File: src/rtl/alu_pkg.sv
// Shared types and encodings for the ALU operation sequencer.
// Used by the sequencer top and its control decoder.
package alu_pkg;

  localparam logic [2:0] ALU_ADD = 3'b000;
  localparam logic [2:0] ALU_SUB = 3'b001;
  localparam logic [2:0] ALU_SLL = 3'b010;
  localparam logic [2:0] ALU_NOR = 3'b011;
  localparam logic [2:0] ALU_AND = 3'b100;
  localparam logic [2:0] ALU_SLT = 3'b101;

  localparam logic [5:0] OP_RTYPE = 6'h00;
  localparam logic [5:0] OP_BEQ   = 6'h04;
  localparam logic [5:0] OP_BNE   = 6'h05;
  localparam logic [5:0] OP_ADDI  = 6'h08;
  localparam logic [5:0] OP_ADDIU = 6'h09;
  localparam logic [5:0] OP_SLTI  = 6'h0A;
  localparam logic [5:0] OP_ANDI  = 6'h0C;
  localparam logic [5:0] OP_LW    = 6'h23;
  localparam logic [5:0] OP_SW    = 6'h2B;

  localparam logic [5:0] F_SLL  = 6'h00;
  localparam logic [5:0] F_ADD  = 6'h20;
  localparam logic [5:0] F_ADDU = 6'h21;
  localparam logic [5:0] F_SUB  = 6'h22;
  localparam logic [5:0] F_SUBU = 6'h23;
  localparam logic [5:0] F_AND  = 6'h24;
  localparam logic [5:0] F_NOR  = 6'h27;
  localparam logic [5:0] F_SLT  = 6'h2A;

  typedef enum logic [1:0] {
    S_IDLE,
    S_DECODE,
    S_EXEC,
    S_RESP
  } seq_state_e;

  typedef enum logic [1:0] {
    OPB_RT,
    OPB_SEXT,
    OPB_ZEXT
  } opb_sel_e;

endpackage

File: src/rtl/alu_op_sequencer_if.sv
// Request/response bundle between register-read, sequencer and writeback.
// master = upstream/downstream side, slave = sequencer side.
interface alu_op_sequencer_if #(
  parameter int DATA_W = 32
);
  logic              req_valid;
  logic              req_ready;
  logic [31:0]       instr;
  logic [DATA_W-1:0] rs_data;
  logic [DATA_W-1:0] rt_data;
  logic              flush;
  logic              rsp_valid;
  logic              rsp_ready;
  logic [DATA_W-1:0] rsp_data;
  logic              rsp_zero;
  logic              rsp_branch_taken;
  logic              rsp_illegal;

  modport master (
    output req_valid, instr, rs_data, rt_data,
    output flush, rsp_ready,
    input  req_ready, rsp_valid, rsp_data,
    input  rsp_zero, rsp_branch_taken, rsp_illegal
  );

  modport slave (
    input  req_valid, instr, rs_data, rt_data,
    input  flush, rsp_ready,
    output req_ready, rsp_valid, rsp_data,
    output rsp_zero, rsp_branch_taken, rsp_illegal
  );
endinterface

File: src/rtl/alu_ctrl_decode.sv
// Combinational opcode/funct decode into ALU control and operand selects.
// Unsupported encodings fall back to ADD with the illegal flag set.
module alu_ctrl_decode
  import alu_pkg::*;
(
  input  logic [5:0] op,
  input  logic [5:0] funct,
  output logic [2:0] ctrl,
  output opb_sel_e   opb_sel,
  output logic       use_shamt,
  output logic       is_branch,
  output logic       is_bne,
  output logic       illegal
);

  always_comb begin
    ctrl      = ALU_ADD;
    opb_sel   = OPB_RT;
    use_shamt = 1'b0;
    is_branch = 1'b0;
    is_bne    = 1'b0;
    illegal   = 1'b0;
    unique case (1'b1)
      (op == OP_RTYPE): begin
        use_shamt = 1'b1;
        unique case (funct)
          F_ADD, F_ADDU: ctrl = ALU_ADD;
          F_SUB, F_SUBU: ctrl = ALU_SUB;
          F_AND:         ctrl = ALU_AND;
          F_NOR:         ctrl = ALU_NOR;
          F_SLT:         ctrl = ALU_SLT;
          F_SLL:         ctrl = ALU_SLL;
          default: begin
            use_shamt = 1'b0;
            illegal   = 1'b1;
          end
        endcase
      end
      (op == OP_ADDI || op == OP_ADDIU ||
       op == OP_LW   || op == OP_SW): begin
        opb_sel = OPB_SEXT;
      end
      (op == OP_ANDI): begin
        ctrl    = ALU_AND;
        opb_sel = OPB_ZEXT;
      end
      (op == OP_SLTI): begin
        ctrl    = ALU_SLT;
        opb_sel = OPB_SEXT;
      end
      (op == OP_BEQ || op == OP_BNE): begin
        ctrl      = ALU_SUB;
        is_branch = 1'b1;
        is_bne    = (op == OP_BNE);
      end
      default: illegal = 1'b1;
    endcase
  end

endmodule

File: src/rtl/alu_op_sequencer.sv
// Multi-cycle issue stage: IDLE -> DECODE -> EXEC -> RESP around the ALU.
// Optional ALU_PERF_CNT_EN adds op_count / illegal_count outputs.
module alu_op_sequencer
  import alu_pkg::*;
#(
  parameter int DATA_W          = 32,
  parameter bit HOLD_ON_ILLEGAL = 1'b0
) (
  input  logic              clk,
  input  logic              rst,
  alu_op_sequencer_if.slave bus,
  output logic [DATA_W-1:0] alu_opA,
  output logic [DATA_W-1:0] alu_opB,
  output logic [4:0]        alu_shamt,
  output logic [2:0]        alu_ctrl,
  input  logic [DATA_W-1:0] alu_result
`ifdef ALU_PERF_CNT_EN
  ,
  output logic [31:0]       op_count,
  output logic [31:0]       illegal_count
`endif
);

  seq_state_e        state_q, state_d;
  logic [5:0]        op_q, op_d;
  logic [15:0]       imm_q, imm_d;
  logic [DATA_W-1:0] rs_q, rs_d;
  logic [DATA_W-1:0] rt_q, rt_d;
  logic [2:0]        ctrl_q, ctrl_d;
  logic [DATA_W-1:0] opa_q, opa_d;
  logic [DATA_W-1:0] opb_q, opb_d;
  logic [4:0]        shamt_q, shamt_d;
  logic              br_q, br_d;
  logic              bne_q, bne_d;
  logic              ill_q, ill_d;
  logic [DATA_W-1:0] data_q, data_d;
  logic              zero_q, zero_d;
  logic              taken_q, taken_d;

  logic [2:0] dec_ctrl;
  opb_sel_e   dec_opb_sel;
  logic       dec_use_shamt;
  logic       dec_br;
  logic       dec_bne;
  logic       dec_ill;
  logic       res_zero;
  logic       rsp_done;
  logic       unused_instr;

  assign unused_instr = ^bus.instr[25:16];

  alu_ctrl_decode u_dec (
    .op        (op_q),
    .funct     (imm_q[5:0]),
    .ctrl      (dec_ctrl),
    .opb_sel   (dec_opb_sel),
    .use_shamt (dec_use_shamt),
    .is_branch (dec_br),
    .is_bne    (dec_bne),
    .illegal   (dec_ill)
  );

  assign res_zero = (alu_result == '0);

  // A held illegal response is released only by flush.
  assign rsp_done = (state_q == S_RESP) &&
                    ((HOLD_ON_ILLEGAL && ill_q) ? bus.flush
                                                : bus.rsp_ready);

  always_comb begin
    state_d = state_q;
    op_d    = op_q;
    imm_d   = imm_q;
    rs_d    = rs_q;
    rt_d    = rt_q;
    ctrl_d  = ctrl_q;
    opa_d   = opa_q;
    opb_d   = opb_q;
    shamt_d = shamt_q;
    br_d    = br_q;
    bne_d   = bne_q;
    ill_d   = ill_q;
    data_d  = data_q;
    zero_d  = zero_q;
    taken_d = taken_q;
    unique case (state_q)
      S_IDLE: begin
        if (bus.req_valid) begin
          op_d    = bus.instr[31:26];
          imm_d   = bus.instr[15:0];
          rs_d    = bus.rs_data;
          rt_d    = bus.rt_data;
          state_d = S_DECODE;
        end
      end
      S_DECODE: begin
        ctrl_d  = dec_ctrl;
        br_d    = dec_br;
        bne_d   = dec_bne;
        ill_d   = dec_ill;
        opa_d   = dec_ill ? '0 : rs_q;
        shamt_d = dec_use_shamt ? imm_q[10:6] : 5'd0;
        unique case (dec_opb_sel)
          OPB_SEXT: opb_d = {{(DATA_W-16){imm_q[15]}}, imm_q};
          OPB_ZEXT: opb_d = {{(DATA_W-16){1'b0}}, imm_q};
          default:  opb_d = rt_q;
        endcase
        if (dec_ill) opb_d = '0;
        state_d = S_EXEC;
      end
      S_EXEC: begin
        data_d  = ill_q ? '0 : alu_result;
        zero_d  = ~ill_q & res_zero;
        taken_d = br_q & (bne_q ^ res_zero);
        state_d = S_RESP;
      end
      S_RESP: begin
        if (rsp_done) state_d = S_IDLE;
      end
      default: state_d = S_IDLE;
    endcase
  end

  always_ff @(posedge clk) begin
    if (rst) begin
      state_q <= S_IDLE;
      op_q    <= '0;
      imm_q   <= '0;
      rs_q    <= '0;
      rt_q    <= '0;
      ctrl_q  <= ALU_ADD;
      opa_q   <= '0;
      opb_q   <= '0;
      shamt_q <= '0;
      br_q    <= 1'b0;
      bne_q   <= 1'b0;
      ill_q   <= 1'b0;
      data_q  <= '0;
      zero_q  <= 1'b0;
      taken_q <= 1'b0;
    end else begin
      state_q <= state_d;
      op_q    <= op_d;
      imm_q   <= imm_d;
      rs_q    <= rs_d;
      rt_q    <= rt_d;
      ctrl_q  <= ctrl_d;
      opa_q   <= opa_d;
      opb_q   <= opb_d;
      shamt_q <= shamt_d;
      br_q    <= br_d;
      bne_q   <= bne_d;
      ill_q   <= ill_d;
      data_q  <= data_d;
      zero_q  <= zero_d;
      taken_q <= taken_d;
    end
  end

  assign bus.req_ready        = (state_q == S_IDLE);
  assign bus.rsp_valid        = (state_q == S_RESP);
  assign bus.rsp_data         = data_q;
  assign bus.rsp_zero         = zero_q;
  assign bus.rsp_branch_taken = taken_q;
  assign bus.rsp_illegal      = ill_q;

  assign alu_opA   = opa_q;
  assign alu_opB   = opb_q;
  assign alu_shamt = shamt_q;
  assign alu_ctrl  = ctrl_q;

`ifdef ALU_PERF_CNT_EN
  logic [31:0] op_cnt_q, op_cnt_d;
  logic [31:0] ill_cnt_q, ill_cnt_d;

  always_comb begin
    op_cnt_d  = op_cnt_q;
    ill_cnt_d = ill_cnt_q;
    if (rsp_done) begin
      op_cnt_d = op_cnt_q + 32'd1;
      if (ill_q) ill_cnt_d = ill_cnt_q + 32'd1;
    end
  end

  always_ff @(posedge clk) begin
    if (rst) begin
      op_cnt_q  <= '0;
      ill_cnt_q <= '0;
    end else begin
      op_cnt_q  <= op_cnt_d;
      ill_cnt_q <= ill_cnt_d;
    end
  end

  assign op_count      = op_cnt_q;
  assign illegal_count = ill_cnt_q;
`endif

endmodule

File: src/flat_wrapper.sv
// flat-port wrapper written by rule: the top's interface ports become plain ports
module alu_op_sequencer_flat import alu_pkg::*;
#(
  parameter int DATA_W          = 32,
  parameter bit HOLD_ON_ILLEGAL = 1'b0
)
  (clk, rst, alu_opA, alu_opB, alu_shamt, alu_ctrl, alu_result, bus_req_valid, bus_instr, bus_rs_data, bus_rt_data, bus_flush, bus_rsp_ready, bus_req_ready, bus_rsp_valid, bus_rsp_data, bus_rsp_zero, bus_rsp_branch_taken, bus_rsp_illegal);
  alu_op_sequencer_if #(.DATA_W(DATA_W)) bus_i ();
  input  logic clk;
  input  logic rst;
  output logic [DATA_W-1:0] alu_opA;
  output logic [DATA_W-1:0] alu_opB;
  output logic [4:0] alu_shamt;
  output logic [2:0] alu_ctrl;
  input  logic [DATA_W-1:0] alu_result;
  input wire logic [$bits(bus_i.req_valid)-1:0] bus_req_valid;
  input wire logic [$bits(bus_i.instr)-1:0] bus_instr;
  input wire logic [$bits(bus_i.rs_data)-1:0] bus_rs_data;
  input wire logic [$bits(bus_i.rt_data)-1:0] bus_rt_data;
  input wire logic [$bits(bus_i.flush)-1:0] bus_flush;
  input wire logic [$bits(bus_i.rsp_ready)-1:0] bus_rsp_ready;
  output wire logic [$bits(bus_i.req_ready)-1:0] bus_req_ready;
  output wire logic [$bits(bus_i.rsp_valid)-1:0] bus_rsp_valid;
  output wire logic [$bits(bus_i.rsp_data)-1:0] bus_rsp_data;
  output wire logic [$bits(bus_i.rsp_zero)-1:0] bus_rsp_zero;
  output wire logic [$bits(bus_i.rsp_branch_taken)-1:0] bus_rsp_branch_taken;
  output wire logic [$bits(bus_i.rsp_illegal)-1:0] bus_rsp_illegal;
  assign bus_i.req_valid = bus_req_valid;
  assign bus_i.instr = bus_instr;
  assign bus_i.rs_data = bus_rs_data;
  assign bus_i.rt_data = bus_rt_data;
  assign bus_i.flush = bus_flush;
  assign bus_i.rsp_ready = bus_rsp_ready;
  assign bus_req_ready = bus_i.req_ready;
  assign bus_rsp_valid = bus_i.rsp_valid;
  assign bus_rsp_data = bus_i.rsp_data;
  assign bus_rsp_zero = bus_i.rsp_zero;
  assign bus_rsp_branch_taken = bus_i.rsp_branch_taken;
  assign bus_rsp_illegal = bus_i.rsp_illegal;
  alu_op_sequencer #(.DATA_W(DATA_W), .HOLD_ON_ILLEGAL(HOLD_ON_ILLEGAL)) u_core (.clk(clk), .rst(rst), .bus(bus_i), .alu_opA(alu_opA), .alu_opB(alu_opB), .alu_shamt(alu_shamt), .alu_ctrl(alu_ctrl), .alu_result(alu_result));
endmodule
File: config.mk
export PLATFORM = sky130hd
export DESIGN_NAME = alu_op_sequencer_flat
export DESIGN_NICKNAME = d
export VERILOG_FILES = /design/src/rtl/alu_pkg.sv /design/src/rtl/alu_op_sequencer_if.sv /design/src/rtl/alu_ctrl_decode.sv /design/src/rtl/alu_op_sequencer.sv /design/src/flat_wrapper.sv
export SDC_FILE = /design/constraint.sdc
export NUM_CORES = 1
export LEC_CHECK = 0
export BUFFER_PORTS_ARGS = -buffer_cell sky130_fd_sc_hd__clkbuf_2
export CAP_MARGIN = 20
export CORE_MARGIN = 2
export CORE_UTILIZATION = 55
export DETAILED_ROUTE_END_ITERATION = 6
export PLACE_DENSITY = 0.84
export SETUP_SLACK_MARGIN = 0.4
export SYNTH_ARGS = -nofsm -noshare
export SYNTH_HDL_FRONTEND = slang
export SYNTH_SLANG_ARGS = --single-unit
File: constraint.sdc
create_clock -name clk -period 6.8 [get_ports clk]
set_input_delay 0.34 -clock clk [delete_from_list [all_inputs] [get_ports clk]]
set_output_delay 0.34 -clock clk [all_outputs]
set_load 0.01 [all_outputs]
* Word-level counts from Yosys, hierarchy flattened
Index checks and enable logic that the tools add are counted.
Widths: inputs -> output; s select.
** Word-level totals
- Register bits :: 197
- Latch bits :: 0
- Bits in writable memories :: 0
- ROM bits :: 0
- Input port bits :: 133
- Output and inout port bits :: 109
- Logic and storage cells :: 73
- Memories :: 0
** Cells by class
- Add/sub/neg operators :: 0
- Multipliers :: 0
- Div/mod/pow operators :: 0
- $lt $le $gt $ge :: 0
- Equal/unequal tests :: 22
- Shift operators :: 0
- Muxes and demuxes :: 17
- Bitwise operators :: 4
- Reduce and logical (&&, ||, !) cells :: 15
** Operators by type and width (count)
- $mux 32 :: 3
- $pmux 32 s2 :: 1
- $eq 6x6->1 const B :: 9
- $logic_not 32->1 :: 1
- $eq 6x4->1 const B :: 4
- $pmux 3 s5 :: 1
- $eq 6x3->1 const B :: 2
- $logic_not 6->1 :: 2
- $pmux 3 s4 :: 1
- $pmux 2 s4 :: 1
- $reduce_or 8->1 :: 1
- $eq 2x2->1 const B :: 3
- $mux 1 :: 5
- $mux 5 :: 1
- $eq 2x1->1 const B :: 2
- $logic_or 1x1->1 :: 4
- $mux 2 :: 2
- $pmux 2 s2 :: 1
- $reduce_and 2->1 :: 2
- $reduce_or 2->1 :: 2
- $reduce_or 4->1 :: 1
- $and 1x1->1 :: 2
- $logic_not 2->1 :: 1
- $ne 2x1->1 const B :: 1
- other kinds (5) :: 5

* Longest topological paths before layout
- Depth in word-level cells :: 9
- Mapped depth :: 13
- Depth with buffers taken out :: 9

* Cells and area by module
From an unflattened synthesis, not the netlist that was laid out.
** Second synthesis, totals
- Cell total of the unflattened synthesis :: 912
- Area, all modules :: 7589.8 um2
** By module, submodules not included
- alu_op_sequencer :: times used 1, cells an instance 869, area each 7312.0 um2, sequential area each 3943.8 um2
- alu_ctrl_decode :: times used 1, cells an instance 43, area each 277.8 um2, sequential area each 0.0 um2

* Worst setup path before layout
No wires, ideal clock.
- Path kind :: register to register
- Start :: reg u_core.op_q[3]
- End :: reg u_core.opb_q[14], in the netlist u_core.alu_opB[14]
- Setup time :: 0.061 ns
- Arrival time :: 2.876 ns
- Required time :: 6.739 ns
- Setup slack :: 3.862 ns
- Cell stages (with the launch flop) :: 12
- Path buffers :: 4
- Period minus slack after synthesis :: 2.938 ns
- Cells stage by stage :: dfxtp_1 -> clkbuf_1 -> or4b_2 -> or2_2 -> ha_1 -> clkbuf_1 -> o21ba_2 -> clkbuf_1 -> clkbuf_1 -> a22oi_1 -> nor2_1 -> a32o_1
** On the way
- Longest elaborated chain between the ends :: 9
- Elaborated cells on any way between the ends :: 21
- Classes of those cells :: 10 x eq/ne; 4 x mux; 7 x reduce/logical
** RTL lines
- start: declaration :: RTL line alu_op_sequencer.sv:25 : logic [5:0] op_q, op_d;
- start signal: assignment :: RTL line alu_op_sequencer.sv:143 : op_q <= op_d;
- $eq 6x4->1 :: RTL line alu_ctrl_decode.sv:39 : (op == OP_ADDI || op == OP_ADDIU ||
- $logic_or 1x1->1 (2 in a row) :: RTL line alu_ctrl_decode.sv:39
- $logic_or 1x1->1 :: RTL line alu_ctrl_decode.sv:40 : op == OP_LW || op == OP_SW): begin
- $reduce_or 2->1 (no line)
- $pmux 2 s2 :: RTL line alu_ctrl_decode.sv:23 : unique case (1'b1)
- $eq 2x2->1 or $eq 2x1->1 (tied branches) :: RTL line alu_op_sequencer.sv:103 : unique case (dec_opb_sel)
- $pmux 32 s2 :: RTL line alu_op_sequencer.sv:103
- $mux 32 (*) :: RTL line alu_op_sequencer.sv:108 : if (dec_ill) opb_d = '0;
- end signal: assignment :: RTL line alu_op_sequencer.sv:149 : opb_q <= opb_d;
- end: declaration :: RTL line alu_op_sequencer.sv:31 : logic [DATA_W-1:0] opb_q, opb_d;
Mark *: on every way between the ends. The rest lies on a longest branch, timed or not.
A chain may end at the register's enable or synchronous reset.

* Final worst setup path
- Start :: reg u_core.op_q[0]
- End :: reg u_core.opb_q[25], in the netlist u_core.alu_opB[25]
The elaborated chain is that of the path after synthesis.

==> impl_metrics.tcl <==
set metrics [dict create \
    critPathKind "register to register" \
    grtUsageMet1_pct 33.9 \
    synth-main-ff-cell "dfxtp_1" \
    grt_usage_pct 26.5 \
    period_share_pct 47.1 \
    wl_per_cell_um 15.9 \
    rsz0062_at_grt "false" \
    ios 242 \
    vias_per_cell 5.61 \
    antenna_cells 0 \
    cts_buffers 17 \
    drc 0 \
    synth_edf_count 0 \
    fmax_ghz 0.312 \
    syn_to_final_growth_pct 22.1 \
    required_ns 7.17 \
    reg2reg_slack_ns 3.60 \
    dr.pass1.iters 5 \
    slew_violations 0 \
    std_cell_rows 43 \
    vias 7369 \
    timing.rr.start "u_core.op_q[0]" \
    fp.dieH_um 124 \
    ctsResizeCount 0 \
    p_leak_nw 3.98 \
    r2r_end "u_core.alu_opB[25]" \
    wl_um 20900 \
    final_common_cell "clkbuf_2" \
    yosysTopAreaCell "dfxtp_1" \
    drtIter0Drc 733 \
    fp.dieW_um 124 \
    fin_ws_ns 3.60 \
    fp.coreArea_um2 14000 \
    detail-route-antenna-nets 0 \
    register_area_um2 3940 \
    setup_viol 0 \
    holdPathEnd "u_core.rs_q[3]" \
    finalCriticalPeriod_ns 3.20 \
    final_cells 1313 \
    cts_sinks 197 \
    cts_setup_buffers 0 \
    synth_top_area_share_pct 49.8 \
    busiest_layer "met2" \
    grt_pass1_wl_um 32100 \
    start_util_pct 56.6 \
    drive_gt1_share_pct 25.5 \
    ys_async_sr_fraction_pct 0 \
    place.gp.congestion 0.843 \
    postLayoutCellArea_um2 9670 \
    final_cell_mix "clkbuf_2 (229), nand2_1 (226), dfxtp_1 (197), a21oi_1 (143), nor2_1 (57)" \
    status "completed" \
    worstHoldStart "bus_rs_data[3]" \
    antenna_found_initial 1 \
    dp_hpwl_um 13100 \
    ys_ff_latch 197 \
    syn_area_um2 7920 \
    finalClockSkew_ns 0.00844 \
    cp_max_fo 29 \
    critPathLaunchType "register" \
    met2_usage_pct 43.6 \
    power_density_nw_per_um2 372 \
    hold_violations 0 \
    dp_slack_ns 3.21 \
    min_path_cells 3 \
    irDropWorstVdd_mv 0.198 \
    synth_nets 1090 \
    critPathArrivalTime_ns 3.57 \
    root_buffer "clkbuf_16" \
    port_buffers 230 \
    grt_pass1_vias 6703 \
    clk_latency_ns 0.43 \
    dp_cells 1280 \
    grtUsageMet3_pct 6.73 \
    tritoncts "done" \
    yosysUniqueCellTypes 50 \
    htreeDepth 4 \
    grt_overflow 0 \
    synth.area.top_cells "dfxtp_1 (50%), nand2_1 (11%), a21oi_1 (9.0%), a32o_1 (4.2%), nand3b_1 (3.1%)" \
    die-area_um2 15400 \
    drv_cap 0 \
    multi_input_area_um2 3590 \
    setup_tns_ns 0 \
    placed_area_um2 9010 \
    fill_cells 1171 \
    tightest_slew_ns 0.967 \
    clk_pin_slew_ns 0.07 \
    grt_max_degree 90 \
    cts_hold_buf 0 \
    ys_seq_area_share_pct 49.8 \
    syn_avg_cell_area_um2 8.33 \
    clk_path_buf_depth 2 \
    ff2ff_path_depth 7 \
    end_kind "register" \
    slew_headroom_pct 35.5 \
    ys_warn_count 0 \
    netlist_instances 951 \
    min_path_type "input port to register" \
    nets 1259 \
]
## worst max path at each step
| stage | start | end | slack (ns) | cells past startpoint |
|---|---|---|---|---|
| 3_5_place_dp | u_core.op_q[0] | u_core.alu_opB[20] | 3.21 | 6 |
| 2_1_floorplan | u_core.op_q[3] | u_core.alu_opB[14] | 3.86 | 11 |
| 4_1_cts | u_core.op_q[0] | u_core.alu_opB[25] | 3.21 | 6 |
| 3_3_place_gp | u_core.op_q[5] | u_core.alu_opB[21] | 3.26 | 6 |
| 6_report | u_core.op_q[0] | u_core.alu_opB[25] | 3.60 | 7 |
| 5_1_grt | u_core.op_q[5] | u_core.alu_opB[21] | 3.49 | 7 |
## flip-flops by register name (all words and copies together) (netlist names)
name and count:
u_core.rt_q 32, u_core.alu_opB 32, u_core.bus.rsp_illegal 1, u_core.rs_q 32, u_core.bus.rsp_data 32, u_core.bne_q 1
u_core.bus.rsp_zero 1, u_core.state_q 2, u_core.imm_q 16, u_core.alu_ctrl 3, u_core.alu_opA 32, u_core.br_q 1
u_core.bus.rsp_branch_taken 1, u_core.op_q 6, u_core.alu_shamt 5
## report_power, final
| part | internal [mW] | switching, mW | total [mW] | leakage [nW] |
|---|---|---|---|---|
| combinational | 0.344 | 0.727 | 1.07 | 2.08 |
| clock | 0.635 | 0.430 | 1.06 | 0.298 |
| sequential | 1.34 | 0.126 | 1.46 | 1.60 |
| total | 2.32 | 1.28 | 3.60 | 3.98 |
## area by class of cell
cell class / instances / share of cell area [%]
clock buffer: 20 / 4.72
sequential: 197 / 40.8
timing repair buffer: 240 / 12.9
multi-input combinational: 657 / 37.2
clock inverter: 12 / 1.84
inverter: 7 / 0.272
tap: 180 / 2.33
## critical path: stages, from the launching register on
cell and delay (ns):
dfxtp_1 0.40, or4b_2 0.67, or2_2 0.31, ha_1 0.45
buf_16 0.23, nand3b_1 0.56, a21oi_1 0.32, a32o_1 0.18
## synth_stat cells, types with 8 or more instances
cell type	instances
nor2b_1	36
nor4_1	9
o31ai_1	31
nand2_1	227
nor2_1	59
a22oi_1	16
dfxtp_1	197
nor3_1	8
a21oi_1	143
nand3b_1	33
buf_1	11
a32o_1	33
buf_2	8
clkbuf_1	65
## per-layer routing
layer / routed length [um] / vias up
met5: 0 / -
met4: 457 / 0
met3: 1500 / 37
met2: 10000 / 280
met1: 8910 / 3452
li1: - / 3600
## metrics by stage
stage / hold WS, ns / utilization (%) / power (mW)
final: 0.126 / 69.2 / 3.60
after floorplan: 0.436 / - / 2.23
after global routing: 0.117 / 69.2 / 3.79
after detailed placement: 0.438 / 64.4 / 2.53
after global placement: 0.434 / 64.4 / 2.51
after CTS: 0.109 / 69.0 / 3.60
## logic make-up (layout without fill, tap and decap cells)
family / Yosys count / after routing / share of synthesized area [%]
fa+ha+maj: 6 / 6 / 0.947
xor+xnor: 2 / 2 / 0.221
flops: 197 / 197 / 49.8
mux: 4 / 4 / 0.521
buf+inv: 97 / 279 / 5.24
simple gates: 402 / 402 / 23.6
compound gates: 243 / 243 / 19.7
No activity file was read; power rests on OpenSTA's default activity.
